--- config.mk ---
export PLATFORM = sky130hd
export DESIGN_NAME = fft_sdf_stream
export DESIGN_NICKNAME = d
export VERILOG_FILES = /design/src/rtl/fft_sdf_stream.sv
export SDC_FILE = /design/constraint.sdc
export NUM_CORES = 2
export LEC_CHECK = 0
export CORE_UTILIZATION = 65
export DETAILED_ROUTE_END_ITERATION = 12
export PLACE_DENSITY = 0.79
export SLEW_MARGIN = 20
export SYNTH_ARGS = -nofsm -noshare
export SYNTH_HDL_FRONTEND = slang
export SYNTH_SLANG_ARGS = --single-unit
--- constraint.sdc ---
create_clock -name clk -period 30.2 [get_ports clk]
set_clock_uncertainty 0.05 [all_clocks]
set_input_delay 3.02 -clock clk [delete_from_list [all_inputs] [get_ports clk]]
set_output_delay 3.02 -clock clk [all_outputs]
set_load 0.02 [all_outputs]
--- src/rtl/fft_sdf_stream.sv ---
// Streaming radix-2 SDF FFT, decimation in frequency, LOG2N stages.
// Define FFT_STAGE_SCALE_EN to halve every stage result (1/N gain).
module fft_sdf_stream #(
    parameter int DATA_W      = 12,
    parameter int LOG2N       = 3,
    parameter int TW_W        = 10,
    parameter int INPUT_SHIFT = 2
) (
    input  logic              clk,
    input  logic              rst_n,
    input  logic              in_valid,
    input  logic [DATA_W-1:0] x_r,
    input  logic [DATA_W-1:0] x_i,
    output logic              out_valid,
    output logic [DATA_W-1:0] X_r,
    output logic [DATA_W-1:0] X_i,
    output logic [LOG2N-1:0]  out_idx,
    output logic              out_sof
);

    localparam int N   = 1 << LOG2N;
    localparam int L   = N + LOG2N - 2;
    localparam int FW  = $clog2(L + 1);
    localparam int PW  = DATA_W + TW_W + 1;
    localparam int TSH = 22 - TW_W;
    localparam logic [FW-1:0] LF = FW'(L);
    localparam logic signed [PW-1:0] RND = PW'(1 << (TW_W - 3));

    // Twiddle W_N^k from a 16-point table held at 2^20 scale.
    function automatic logic signed [TW_W-1:0] tw_val(
        input int   k,
        input logic im
    );
        longint v;
        longint t;
        int     m;
        m = k << (4 - LOG2N);
        v = 64'sd0;
        if (!im) begin
            case (m)
                0:       v = 64'sd1048576;
                1:       v = 64'sd968758;
                2:       v = 64'sd741455;
                3:       v = 64'sd401273;
                5:       v = -64'sd401273;
                6:       v = -64'sd741455;
                7:       v = -64'sd968758;
                default: v = 64'sd0;
            endcase
        end else begin
            case (m)
                1:       v = -64'sd401273;
                2:       v = -64'sd741455;
                3:       v = -64'sd968758;
                4:       v = -64'sd1048576;
                5:       v = -64'sd968758;
                6:       v = -64'sd741455;
                7:       v = -64'sd401273;
                default: v = 64'sd0;
            endcase
        end
        t = (v + (64'sd1 <<< (TSH - 1))) >>> TSH;
        return t[TW_W-1:0];
    endfunction

    // Clamp a wide signed value into the DATA_W signed range.
    function automatic logic [DATA_W-1:0] sat_w(input logic [PW-1:0] v);
        if (!v[PW-1] && (|v[PW-2:DATA_W-1]))
            return {1'b0, {(DATA_W-1){1'b1}}};
        else if (v[PW-1] && !(&v[PW-2:DATA_W-1]))
            return {1'b1, {(DATA_W-1){1'b0}}};
        else
            return v[DATA_W-1:0];
    endfunction

    function automatic logic [LOG2N-1:0] bitrev(input logic [LOG2N-1:0] v);
        logic [LOG2N-1:0] r;
        for (int i = 0; i < LOG2N; i++) r[i] = v[LOG2N-1-i];
        return r;
    endfunction

    logic [FW-1:0]    fill_q, fill_d;
    logic [LOG2N-1:0] ocnt_q, ocnt_d;
    logic [LOG2N-1:0] idx_q, idx_d;
    logic             ov_q, ov_d;
    logic             sof_q, sof_d;

    logic [LOG2N:0][DATA_W-1:0] st_r;
    logic [LOG2N:0][DATA_W-1:0] st_i;

    logic signed [DATA_W-1:0] xs_r, xs_i;

    assign xs_r    = $signed(x_r) >>> INPUT_SHIFT;
    assign xs_i    = $signed(x_i) >>> INPUT_SHIFT;
    assign st_r[0] = xs_r;
    assign st_i[0] = xs_i;

    for (genvar s = 0; s < LOG2N; s++) begin : g_st
        localparam int D  = N >> (s + 1);
        localparam int CW = LOG2N - s;
        localparam logic [FW-1:0] OS = FW'(N - (N >> s) + s);

        logic [CW-1:0]     cnt_q, cnt_d;
        logic [DATA_W-1:0] dlr_q [D];
        logic [DATA_W-1:0] dli_q [D];
        logic [DATA_W-1:0] or_q, oi_q;
        logic [DATA_W-1:0] outr, outi, pushr, pushi;
        logic signed [DATA_W-1:0] ar, ai, br, bi;
        logic signed [DATA_W:0]   sr, si, dr, di;
        logic signed [TW_W-1:0]   wr, wi;
        logic signed [PW-1:0]     sxr, sxi, dxr, dxi;
        logic signed [PW-1:0]     wxr, wxi, pr, pi, pqr, pqi;
        logic adv, bfly, use_w;

        // Data for this stage starts OS accepts after reset.
        if (s == 0) begin : g_a0
            assign adv = in_valid;
        end else begin : g_an
            assign adv = in_valid & (fill_q >= OS);
        end

        if (D > 1) begin : g_tw
            logic [CW-2:0]          k;
            logic signed [TW_W-1:0] rom_r [D];
            logic signed [TW_W-1:0] rom_i [D];
            for (genvar j = 0; j < D; j++) begin : g_rom
                localparam logic signed [TW_W-1:0] WR = tw_val(j << s, 1'b0);
                localparam logic signed [TW_W-1:0] WI = tw_val(j << s, 1'b1);
                assign rom_r[j] = WR;
                assign rom_i[j] = WI;
            end
            assign k     = cnt_q[CW-2:0];
            assign wr    = rom_r[k];
            assign wi    = rom_i[k];
            assign use_w = (k != '0);
        end else begin : g_notw
            assign wr    = '0;
            assign wi    = '0;
            assign use_w = 1'b0;
        end

        assign ar    = dlr_q[D-1];
        assign ai    = dli_q[D-1];
        assign br    = st_r[s];
        assign bi    = st_i[s];
        assign bfly  = cnt_q[CW-1];
        assign cnt_d = cnt_q + CW'(1);

        // Butterfly, twiddle product and fill/butterfly phase select.
        always_comb begin
            sr = {ar[DATA_W-1], ar} + {br[DATA_W-1], br};
            si = {ai[DATA_W-1], ai} + {bi[DATA_W-1], bi};
            dr = {ar[DATA_W-1], ar} - {br[DATA_W-1], br};
            di = {ai[DATA_W-1], ai} - {bi[DATA_W-1], bi};
`ifdef FFT_STAGE_SCALE_EN
            sr = sr >>> 1;
            si = si >>> 1;
            dr = dr >>> 1;
            di = di >>> 1;
`endif
            sxr = {{(PW-DATA_W-1){sr[DATA_W]}}, sr};
            sxi = {{(PW-DATA_W-1){si[DATA_W]}}, si};
            dxr = {{(PW-DATA_W-1){dr[DATA_W]}}, dr};
            dxi = {{(PW-DATA_W-1){di[DATA_W]}}, di};
            wxr = {{(PW-TW_W){wr[TW_W-1]}}, wr};
            wxi = {{(PW-TW_W){wi[TW_W-1]}}, wi};
            pr  = dxr * wxr - dxi * wxi;
            pi  = dxr * wxi + dxi * wxr;
            pqr = (pr + RND) >>> (TW_W - 2);
            pqi = (pi + RND) >>> (TW_W - 2);
            outr  = ar;
            outi  = ai;
            pushr = br;
            pushi = bi;
            if (bfly) begin
                outr = sat_w(sxr);
                outi = sat_w(sxi);
                if (use_w) begin
                    pushr = sat_w(pqr);
                    pushi = sat_w(pqi);
                end else begin
                    pushr = sat_w(dxr);
                    pushi = sat_w(dxi);
                end
            end
        end

        // Delay line, phase counter and stage output register.
        always_ff @(posedge clk) begin
            if (!rst_n) begin
                cnt_q <= '0;
                or_q  <= '0;
                oi_q  <= '0;
                for (int q = 0; q < D; q++) begin
                    dlr_q[q] <= '0;
                    dli_q[q] <= '0;
                end
            end else begin
                if (adv) begin
                    cnt_q    <= cnt_d;
                    dlr_q[0] <= pushr;
                    dli_q[0] <= pushi;
                    for (int q = 1; q < D; q++) begin
                        dlr_q[q] <= dlr_q[q-1];
                        dli_q[q] <= dli_q[q-1];
                    end
                end
                if (in_valid) begin
                    or_q <= outr;
                    oi_q <= outi;
                end
            end
        end

        assign st_r[s+1] = or_q;
        assign st_i[s+1] = oi_q;
    end

    // Fill count, output valid, bin counter and frame start.
    always_comb begin
        fill_d = fill_q;
        if (in_valid && (fill_q != LF)) fill_d = fill_q + FW'(1);
        ov_d   = in_valid && (fill_q == LF);
        ocnt_d = ocnt_q;
        idx_d  = idx_q;
        sof_d  = 1'b0;
        if (ov_d) begin
            ocnt_d = ocnt_q + LOG2N'(1);
            idx_d  = bitrev(ocnt_q);
            sof_d  = (ocnt_q == '0);
        end
    end

    // Output control registers.
    always_ff @(posedge clk) begin
        if (!rst_n) begin
            fill_q <= '0;
            ocnt_q <= '0;
            idx_q  <= '0;
            ov_q   <= 1'b0;
            sof_q  <= 1'b0;
        end else begin
            fill_q <= fill_d;
            ocnt_q <= ocnt_d;
            idx_q  <= idx_d;
            ov_q   <= ov_d;
            sof_q  <= sof_d;
        end
    end

    assign out_valid = ov_q;
    assign out_sof   = sof_q;
    assign out_idx   = idx_q;
    assign X_r       = st_r[LOG2N];
    assign X_i       = st_i[LOG2N];

endmodule

==> out/qor.txt <==
status: finished clean
pin count of the biggest net entering global routing: 76
Crit path max-delay family: adder cells
Avg Vias per Cell: 5.822
FF-to-FF End: g_st[0].dli_q[0][0]$_SDFFCE_PN0P_
nature of the critical path startpoint: input port
Slew Limit Fails: 0
input/output buffers: 51
Ys Warns: 0
Primary FF master, synth: edfxtp_1
placer congestion estimate: 0.9661
hold endpoint: X_i[5]$_SDFFE_PN0P_
DRC violations left: 0
setup bufs post-CTS: 0
1st-iter DRT viols: 2104
crit end category: flip-flop
synthesized cell area: 37310 um2
top cell type's share of synthesized area: 22.48%
Setup WS pre-CTS: 16.34 ns
GRT overflow: 0
share of cells above drive strength 1: 3.168%
Fmax achieved: 74.58 MHz
dpl hpwl: 71400 um
H-tree levels: 1
Starting Density: 65.92%
floorplan die height: 241.6 um
Hold Vio Cnt, Final: 0
clk sink count: 258
WS Path Type: input port to flip-flop
first-pass GRT wire length: 149300 um
Worst Path Buf+Inv: 9
Clock Tree Buf Depth: 3
worst skew pair latency: 0.61 ns
Antenna Cells: 0
TNS Setup: 0 ns
Inserted Clock Buffers: 29
part of the cycle the worst path needs: 44.40%
worst reg-to-reg setup slack: 19.42 ns
critical path required time: 30.46 ns
Die X: 241.6 um
Layout area overhead: 5.835%
worst slew pin tran: 1.055 ns
vias in the first global route: 29160
CP peak stage delay: 0.83 ns
hold depth: 2
reg2reg path depth: 31
die area: 58370 um2
CTS tree: built
HP Start: X_i[5]$_SDFFE_PN0P_
async set-reset flop share out of synthesis: 0%
register area share after synthesis: 18.35%
final setup fails: 0
Total Routing Usage GR: 31.77%
Post-CTS Resized: 0
hold crit path type: flip-flop to flip-flop
Via Count: 28660
Synth area leader: fa_1
crit path DAT: 13.67 ns
utilization after layout: 69.76%
Area contributors post-synth: fa_1 22%, ha_1 18%, edfxtp_1 14%, inv_1 8.5%, dfxtp_1 4.8%
wire per inst: 18.36 um
fin worst setup slack: 16.79 ns
Routed Wire Length: 90410 um
Mapped Cells: 4185
Most common cell on crit path: fa_1
# hold bufs at CTS: 0
Reg clk slew, reported paths: 0.06 ns
Nets: 5120
Slew HR: 29.21%
Post-synth EDFFs: 168
core area: 56600 um2
min cycle time layout: 13.41 ns
IO Pins: 56
hold_ws: 0.4048 ns
critical-path cell with the highest stage delay: inv_1
Mean Syn Cell Area: 8.916 um2
cell row count: 87
Synth cell types: 88
RR Startpoint: g_st[0].dli_q[0][36]$_SDFFCE_PN0P_
Final ANT Viol Nets: 0
antenna violations before repair: 0
Seq cells post-synth: 258
RSZ-0062 raised after global routing: false
maxcap violations: 0
critical path fanouts, max: 18
Pre-antenna DRT Iters: 6
Root Buffer: clkbuf_16
[cells in the final DEF, fill, tap and decap left out, types with 15 or more instances in the layout]
| cell | count |
|---|---|
| inv_1 | 848 |
| ha_1 | 528 |
| fa_1 | 419 |
| nor2_1 | 298 |
| nand2_1 | 221 |
| o21ai_0 | 203 |
| a21oi_1 | 188 |
| edfxtp_1 | 168 |
| xnor2_1 | 164 |
| and3_1 | 110 |
| dfxtp_1 | 89 |
| nor2b_1 | 62 |
| and2_1 | 61 |
| o22ai_1 | 58 |
| nor3_1 | 53 |
| nand2b_1 | 50 |
| clkdlybuf4s50_1 | 49 |
| a31oi_1 | 47 |
| xor2_1 | 45 |
| buf_4 | 39 |
| nand3_1 | 35 |
| a21o_1 | 30 |
| clkbuf_16 | 29 |
| o21a_1 | 24 |
| a211oi_1 | 20 |
| or3_1 | 20 |
| o21bai_1 | 19 |
| o221ai_1 | 17 |
| nand4_1 | 15 |
[cell type report]
| class | count | area, um2 |
|---|---|---|
| clock inverters | 22 | 252.7 |
| inverters | 852 | 3201 |
| flip-flops and latches | 258 | 6848 |
| fillers | 4356 | 17120 |
| clock buffers | 31 | 733.2 |
| multi-input cells | 2916 | 26730 |
| repair buffers | 88 | 783.3 |
| well taps | 756 | 945.9 |
[worst register-to-register path, delay by kind of cell, from the launching register on]
kind	cells	cell delay [ns]
DFF	1	0.45
adders and majority gates	10	4.62
buffers and inverters	7	1.10
xor gates and xnor gates	1	0.15
AOI/OAI and AO/OA	10	2.73
and+or+nand+nor	3	1.37
[synth_stat cells, types with 19 or more instances]
| library cell | instances |
|---|---|
| inv_1 | 849 |
| ha_1 | 529 |
| fa_1 | 419 |
| nor2_1 | 298 |
| nand2_1 | 221 |
| o21ai_0 | 204 |
| a21oi_1 | 188 |
| edfxtp_1 | 168 |
| xnor2_1 | 168 |
| clkbuf_1 | 154 |
| and3_1 | 110 |
| dfxtp_1 | 90 |
| nor2b_1 | 63 |
| and2_1 | 61 |
| o22ai_1 | 58 |
| nor3_1 | 53 |
| nand2b_1 | 50 |
| a31oi_1 | 47 |
| xor2_1 | 45 |
| nand3_1 | 35 |
| a21o_1 | 30 |
| o21a_1 | 24 |
| a211oi_1 | 20 |
| or3_1 | 20 |
| o21bai_1 | 19 |
[sequential cells by signal, indices dropped and copies added (netlist names)]
register,cells
g_st.bfly,1
out_sof,1
g_st.dlr_q,84
X_i,12
X_r,12
g_st.cnt_q,5
g_st.or_q,24
g_st.dli_q,84
g_st.oi_q,24
out_valid,1
fill_q,4
out_idx,3
ocnt_q,3
[worst max-delay path by stage]
stage,startpoint,end,slack (ns),cells past startpoint
2_1_floorplan,x_i[11],g_st[0].dli_q[0][8]$_SDFFCE_PN0P_,18.37,30
3_3_place_gp,x_i[11],g_st[0].dli_q[0][0]$_SDFFCE_PN0P_,16.35,31
3_5_place_dp,x_i[11],g_st[0].dli_q[0][0]$_SDFFCE_PN0P_,16.34,31
4_1_cts,x_i[11],g_st[0].dli_q[0][0]$_SDFFCE_PN0P_,16.92,31
5_1_grt,x_i[11],g_st[0].dli_q[0][0]$_SDFFCE_PN0P_,16.18,31
6_report,x_i[11],g_st[0].dli_q[0][0]$_SDFFCE_PN0P_,16.79,31
[per-layer routing]
layer	track usage, %	up-vias	wire length (um)
li1	-	13660	-
met1	41.00	13920	37110
met2	53.74	885	43340
met3	3.529	200	5607
met4	14.56	0	4341
met5	0	-	0
[per-stage QoR]
stage / std cells / cell area, um2
finish: 4923 / 39490
global route: 4923 / 39490
CTS: 4923 / 39480
detailed placement: 4870 / 38490
global placement: 4870 / 38490
floorplan: 4186 / 37320
[kinds of logic after synthesis]
logic type | Yosys count | share of synthesized area (%)
AOI/OAI and AO/OA | 764 | 13.01
xor gates and xnor gates | 216 | 5.131
adders and majority gates | 954 | 40.38
buffers and inverters | 1012 | 10.20
DFF | 258 | 18.35
muxes | 14 | 0.3823
other | 1 | 0.01005
and+or+nand+nor | 966 | 12.53
Power is not shown: default switching activity piles up to over one toggle a cycle in this logic, so the estimate is an artifact.
